$ cat src/rtl/kamus_l1d_arbiter.sv
// Two-port L1D request arbiter: p0 (core MEM) has priority, p1 (DMA/debug) is
// protected from starvation. One transaction in flight at a time.
module kamus_l1d_arbiter #(
  parameter int unsigned STARVE_LIMIT = 4
) (
  input  logic        clk_i,
  input  logic        rst_ni,
  input  logic        p0_req_i,
  input  logic        p0_we_i,
  input  logic [31:0] p0_addr_i,
  input  logic [31:0] p0_wdata_i,
  input  logic [3:0]  p0_be_i,
  output logic        p0_gnt_o,
  output logic        p0_rvalid_o,
  output logic [31:0] p0_rdata_o,
  input  logic        p1_req_i,
  input  logic        p1_we_i,
  input  logic [31:0] p1_addr_i,
  input  logic [31:0] p1_wdata_i,
  input  logic [3:0]  p1_be_i,
  output logic        p1_gnt_o,
  output logic        p1_rvalid_o,
  output logic [31:0] p1_rdata_o,
  output logic        mem_req_o,
  output logic        mem_we_o,
  output logic [31:0] mem_addr_o,
  output logic [31:0] mem_wdata_o,
  output logic [3:0]  mem_be_o,
  input  logic        mem_gnt_i,
  input  logic        mem_rvalid_i,
  input  logic [31:0] mem_rdata_i
);

  localparam int unsigned CntW = (STARVE_LIMIT < 1) ? 1 : $clog2(STARVE_LIMIT + 1);
  localparam logic [CntW-1:0] Limit = CntW'(STARVE_LIMIT);

  typedef enum logic [1:0] {StIdle, StReq, StResp} state_e;

  state_e          r_state, w_state_nxt;
  logic            r_owner, w_owner_nxt;
  logic [CntW-1:0] r_starve_cnt, w_starve_cnt_nxt;
  logic            r_mem_req, w_mem_req_nxt;
  logic            r_mem_we, w_mem_we_nxt;
  logic [31:0]     r_mem_addr, w_mem_addr_nxt;
  logic [31:0]     r_mem_wdata, w_mem_wdata_nxt;
  logic [3:0]      r_mem_be, w_mem_be_nxt;

  logic w_p1_wins;
  logic w_gnt;
  logic w_rvalid;

  always_ff @(posedge clk_i or negedge rst_ni) begin
    if (!rst_ni) begin
      r_state      <= StIdle;
      r_owner      <= 1'b0;
      r_starve_cnt <= '0;
      r_mem_req    <= 1'b0;
      r_mem_we     <= 1'b0;
      r_mem_addr   <= '0;
      r_mem_wdata  <= '0;
      r_mem_be     <= '0;
    end else begin
      r_state      <= w_state_nxt;
      r_owner      <= w_owner_nxt;
      r_starve_cnt <= w_starve_cnt_nxt;
      r_mem_req    <= w_mem_req_nxt;
      r_mem_we     <= w_mem_we_nxt;
      r_mem_addr   <= w_mem_addr_nxt;
      r_mem_wdata  <= w_mem_wdata_nxt;
      r_mem_be     <= w_mem_be_nxt;
    end
  end

  // p1 takes the slot when it is alone or has lost STARVE_LIMIT times in a row.
  assign w_p1_wins = p1_req_i && (!p0_req_i || (r_starve_cnt == Limit));

  always_comb begin
    w_state_nxt      = r_state;
    w_owner_nxt      = r_owner;
    w_starve_cnt_nxt = r_starve_cnt;
    w_mem_req_nxt    = r_mem_req;
    w_mem_we_nxt     = r_mem_we;
    w_mem_addr_nxt   = r_mem_addr;
    w_mem_wdata_nxt  = r_mem_wdata;
    w_mem_be_nxt     = r_mem_be;
    case (r_state)
      StIdle: begin
        if (!p1_req_i || w_p1_wins) begin
          w_starve_cnt_nxt = '0;
        end else if (r_starve_cnt != Limit) begin
          w_starve_cnt_nxt = r_starve_cnt + 1'b1;
        end
        if (p0_req_i || p1_req_i) begin
          w_owner_nxt     = w_p1_wins;
          w_mem_req_nxt   = 1'b1;
          w_mem_we_nxt    = w_p1_wins ? p1_we_i    : p0_we_i;
          w_mem_addr_nxt  = w_p1_wins ? p1_addr_i  : p0_addr_i;
          w_mem_wdata_nxt = w_p1_wins ? p1_wdata_i : p0_wdata_i;
          w_mem_be_nxt    = w_p1_wins ? p1_be_i    : p0_be_i;
          w_state_nxt     = StReq;
        end
      end
      StReq: begin
        if (mem_gnt_i) begin
          w_mem_req_nxt = 1'b0;
          w_state_nxt   = StResp;
        end
      end
      StResp: begin
        if (mem_rvalid_i) begin
          w_state_nxt = StIdle;
        end
      end
      default: w_state_nxt = StIdle;
    endcase
  end

  // A gnt together with rvalid in StReq is a gnt only; rvalid counts in StResp alone.
  assign w_gnt    = (r_state == StReq) && mem_gnt_i;
  assign w_rvalid = (r_state == StResp) && mem_rvalid_i;

  assign p0_gnt_o    = w_gnt && !r_owner;
  assign p1_gnt_o    = w_gnt && r_owner;
  assign p0_rvalid_o = w_rvalid && !r_owner;
  assign p1_rvalid_o = w_rvalid && r_owner;
  assign p0_rdata_o  = p0_rvalid_o ? mem_rdata_i : '0;
  assign p1_rdata_o  = p1_rvalid_o ? mem_rdata_i : '0;

  assign mem_req_o   = r_mem_req;
  assign mem_we_o    = r_mem_we;
  assign mem_addr_o  = r_mem_addr;
  assign mem_wdata_o = r_mem_wdata;
  assign mem_be_o    = r_mem_be;

endmodule

$ cat config.mk
export PLATFORM = sky130hd
export DESIGN_NAME = kamus_l1d_arbiter
export DESIGN_NICKNAME = d
export VERILOG_FILES = /design/src/rtl/kamus_l1d_arbiter.sv
export SDC_FILE = /design/constraint.sdc
export NUM_CORES = 1
export LEC_CHECK = 0
export ABC_AREA = 1
export ABC_CLOCK_PERIOD_IN_PS = 1600
export CAP_MARGIN = 40
export CORE_AREA = 2 2 122 124
export CTS_BUF_LIST = sky130_fd_sc_hd__clkbuf_8
export CTS_CLUSTER_SIZE = 20
export DETAILED_ROUTE_END_ITERATION = 16
export DIE_AREA = 0 0 124 126
export PLACE_DENSITY_LB_ADDON = 0.2
export SYNTH_ARGS = -nofsm -noshare
export SYNTH_HDL_FRONTEND = slang
export SYNTH_SLANG_ARGS = --single-unit
$ cat constraint.sdc
create_clock -name clk_i -period 1.6 [get_ports clk_i]
set_input_delay 0.32 -clock clk_i [delete_from_list [all_inputs] [get_ports clk_i]]
set_output_delay 0.32 -clock clk_i [all_outputs]
set_load 0.02 [all_outputs]
* Yosys cells after proc, flatten, opt, wreduce, memory -nomap -nowiden
Index checks and enable logic that the tools add are counted.
Storage, ports and cells: register bits after elaboration 76, latch bits 0, memory bits (writable) 0, bits in read-only memories 0, input bits 176, output and inout bits 138, word-level logic and storage cells 51, memories 0
Cells by class: add/subtract/negate cells 1, $mul 0, div/mod/pow operators 0, magnitude comparators 0, eq/ne operators 7, shifts and indexed selects 0, mux-type cells 15, bitwise logic cells 0, reduce and logical (&&, ||, !) cells 20
Operators with widths (number):
- 32-bit two-way mux | 4
- 1-bit logical AND | 7
- 2-bit two-way mux | 3
- 3-bit two-way mux | 2
- 2-bit inequality test, second input constant | 3
- 2-bit one-hot mux with 3 select lines | 1
- 3-bit AND reduction | 2
- 4-bit two-way mux | 1
- 2-bit AND reduction | 2
- 2-bit nonzero test | 2
- 3-bit by 1-bit adder with 3-bit output, second input constant | 1
- 3-bit equality test, second input constant | 1
- 1-bit zero test | 3
- 1-bit logical OR | 3
- 1-bit two-way mux | 3
- 3-bit inequality test, second input constant | 1
- 2-bit by 1-bit equality test with 1-bit output, second input constant | 1
- 2-bit equality test, second input constant | 1
- 2-bit zero test | 1
- 1-bit one-hot mux with 2 select lines | 1

* Logic depth before layout (Yosys ltp)
depth in word-level cells 6, gate-level depth with buffers 9, gate-level depth less buffers 8

* Least setup slack after synthesis
No wires, ideal clock.
kind reg-to-output, from register r_state[0], to output port p1_rdata_o[13], arrival time 1205 ps, required time 1280 ps, path slack 75 ps, cell stages (with the launch flop) 5, path buffers 1, cells stage by stage dfrtp_1 inv_1 nand4_1 clkbuf_1 nor2_1
Between the ends: word-level cells in the longest chain between the ends 4
Ends and longest elaborated chain:
- start: declaration | line 39 | state_e r_state, w_state_nxt;
- start signal: assignment | line 54 | r_state <= StIdle;
- start signal: assignment | line 63 | r_state <= w_state_nxt;
- 2-bit equality test | line 120 | assign w_rvalid = (r_state == StResp) && mem_rvalid_i;
- 1-bit logical AND | line 120
- 1-bit logical AND | line 125 | assign p1_rvalid_o = w_rvalid && r_owner;
- 32-bit two-way mux | line 127 | assign p1_rdata_o = p1_rvalid_o ? mem_rdata_i : '0;
- end: declaration | line 23 | output logic [31:0] p1_rdata_o,
No other way between the ends.

* Worst setup path after layout
from register r_state[0], to output port p1_rdata_o[20]
Same word-level chain as after synthesis.

==> run_results.csv <==
group,metric,value,unit
outcome,status,"finished with violations",
outcome,violations,"negative setup slack",
timing,setup_ws,-267,ps
synthesis,yosysMostFrequentCell,"nand2_1",
worst_setup_path,cp-start-kind,"flop",
die,core-area,14300,sq um
timing,min_period,1870,ps
power,p_clk_frac,0.135,
route,drc,0,
timing,rsz0062_at_grt,"yes",
global_routing,gr-usage-met2,0.395,
die,initial_utilization,0.324,
cts,clock_latency,350,ps
synthesis,synth.area.top_cells,"dfrtp_1, nand2_1, nand3_1",
final_layout,stdcell_count,1242,
global_routing,grt_util_met1,0.233,
place,io_buffers,313,
global_routing,busiest_layer,"met2",
die,die_x,124,microns
timing,max_slew.worst_pin.slew,423,ps
cts,clkTransAtPathRegs,80,ps
power,comb_power_share,0.569,
synthesis,synth.avg_cell_area,6.32,sq um
final_layout,antenna_cells,0,
worst_setup_path,r2r-start,"r_starve_cnt[0]$_DFFE_PN0P_",
global_routing,antenna_found_initial,0,
cts,cts_tree,"done",
synthesis,netlist_area,4640,sq um
die,die_h,126,microns
worst_hold_path,hp-class,"in2reg",
route,drt-total-wl,17800,microns
route,ant_nets,0,
synthesis,ys_seq_area_frac,0.410,
cts,cts_root_buf,"clkbuf_8",
power,switching_power,4860,uW
die,pin_count,314,
global_routing,grt_max_degree,77,
power,sequentialPowerShare,0.296,
synthesis,async_flop_share,1.00,
cts,cts_sinks,76,
global_routing,overflow,0,
synthesis,syn-num-nets,912,
place,dp_hpwl,12900,microns
power,p_int,6420,uW
final_layout,register_area,1900,sq um
global_routing,grt_pass1_vias,5113,
cts,clockBufferDepth,2,
power,p_leak,0.00524,uW
global_routing,grtUsageMet3,0.0634,
die,rows,44,
synthesis,synth_cell_type_count,18,
power,powerDensity,1320,nW/um^2
synthesis,synth_flop_cell,"dfrtp_1",
timing,setup_viol,67,
synthesis,yosys.area.top_type,"dfrtp_1",
route,via_per_inst,4.38,
die,die_area,15600,sq um
run,drv_cap,0,
final_layout,multi_input_area,1970,sq um
synthesis,synth_seq_cells,76,
worst_setup_path,path_max_fanout,8,
route,via_count,5436,
timing,fmax,0.536,GHz
worst_setup_path,required,1280,ps
worst_setup_path,critPathLaunch,"r_state[0]$_DFFE_PN0P_",
worst_setup_path,worstPathArrival,1550,ps
global_routing,grt_usage,0.218,
synthesis,synth_edf_count,0,
place,gp_congestion,0.816,
worst_setup_path,critPathCaptureType,"output pin",
timing,relSlewSlack,0.718,
global_routing,grt_first_pass_wirelength,26400,microns
cts,numCtsBuffers,9,
route,drt_iter0_markers,178,
route,first_pass_iters,4,
power,ir_worst_vdd,0.704,mV
final_layout,syn2layout_area_growth,84.2,%
synthesis,synth_top_area_share,0.410,
synthesis,synth_cells,734,
place,place_inst,1220,
timing,fin_crit_sh,1.17,
final_layout,drive_above_1_share,0.137,
worst_setup_path,crit_type,"reg2out",
power,sw_frac_of_total,0.431,
final_layout,final_net_count,1232,
timing,hold_viol_final,0,
timing,finalSetupTns,-11250,ps
synthesis,ys_top_cells_by_count,"nand2_1, inv_1, nand3_1",
timing,slew_violations,0,
final_layout,fillers,1406,
route,wl_per_cell,14.3,microns
worst_hold_path,min_from,"mem_rvalid_i",
synthesis,ys_warn_count,0,
cts,cts_htree_levels,3,
timing,skew,12.9,ps
final cells by class:
cell class | count | share of cell area
Sequential cell | 76 | 0.223
Clock inverter | 4 | 0.00571
Tap cell | 184 | 0.0269
Clock buffer | 11 | 0.0177
Timing Repair Buffer | 351 | 0.418
Inverter | 180 | 0.0791
Multi-Input combinational cell | 436 | 0.230
through the flow:
step,total power (uW),utilization,area (sq um),hold slack [ps],setup WS (ps)
final,11300,0.597,8540,353,-267
after global routing,12200,0.597,8540,362,-325
after CTS,11500,0.573,8200,328,-236
after detailed placement,10100,0.571,8180,378,-656
after global placement,10000,0.571,8180,377,-602
after floorplan,6670,-,4640,24.4,75.3
power by group through the flow:
| stage | Clock (uW) | Combinational (uW) | Sequential (uW) |
|---|---|---|---|
| 5_1_grt | 1660 | 7030 | 3470 |
| 2_1_floorplan | 0 | 2180 | 4490 |
| 6_report | 1520 | 6420 | 3340 |
| 3_5_place_dp | 0 | 6740 | 3390 |
| 4_1_cts | 1580 | 6500 | 3370 |
| 3_3_place_gp | 0 | 6680 | 3360 |
logic make-up after synthesis:
kind of cell	synth area share
adders and majority gates	0.00539
DFF	0.410
AOI/OAI and AO/OA	0.00998
buffers and inverters	0.186
and+or+nand+nor	0.387
xor gates and xnor gates	0.00189
sequential cells by signal (all words and copies together) (netlist names):
name,count
mem_addr_o,32
r_owner,1
r_starve_cnt,3
mem_wdata_o,32
mem_we_o,1
r_state,2
mem_be_o,4
mem_req_o,1
worst paths after layout:
check / endpoint / slack [ps] / cells after the start
max: p1_rdata_o[20] / -270 / 6
min: r_state[1]$_DFFE_PN0P_ / 350 / 2
max reg2reg: mem_be_o[0]$_DFFE_PN0P_ / 120 / 9
min reg2reg: mem_req_o$_DFFE_PN0P_ / 470 / 2
max in group asynchronous: mem_req_o$_DFFE_PN0P_ / 710 / 3
min in group asynchronous: mem_we_o$_DFFE_PN0P_ / 550 / 3
worst max-delay path: stages (launching register included):
cell	delay [ps]
dfrtp_1	390
inv_2	80
nand4_1	110
buf_4	180
clkbuf_16	170
nor2_1	110
buf_4	160
metal layers:
layer,up-vias,share of wire
li1,2791,-
met1,2395,0.37
met2,213,0.51
met3,37,0.091
met4,0,0.035
met5,-,0
layout by cell type (no fill, tap or decap), types with 2 or more instances in the layout:
cell type,synthesis,final
nand3_1,142,141
nand4_1,2,2
clkinv_2,0,2
dfrtp_1,76,76
clkdlybuf4s50_1,0,172
ha_1,2,2
clkbuf_8,0,11
buf_4,1,78
o31ai_1,2,2
buf_6,1,14
clkbuf_16,0,3
nor2_2,0,7
inv_2,1,4
nor2_4,1,8
nand2_1,215,213
inv_1,179,176
dlygate4sd2_1,0,25
o21ai_0,3,3
buf_12,0,11
dlymetal6s2s_1,0,46
nor2_1,67,53
timing repair:
action,CTS,global route
resized for setup,357,85
endpoints found under the hold margin,62,0
buffers inserted,0,4
cloned,0,3
endpoints found under the setup margin,138,126
hold buffers,1,0
(Power assumes the default switching activity.)
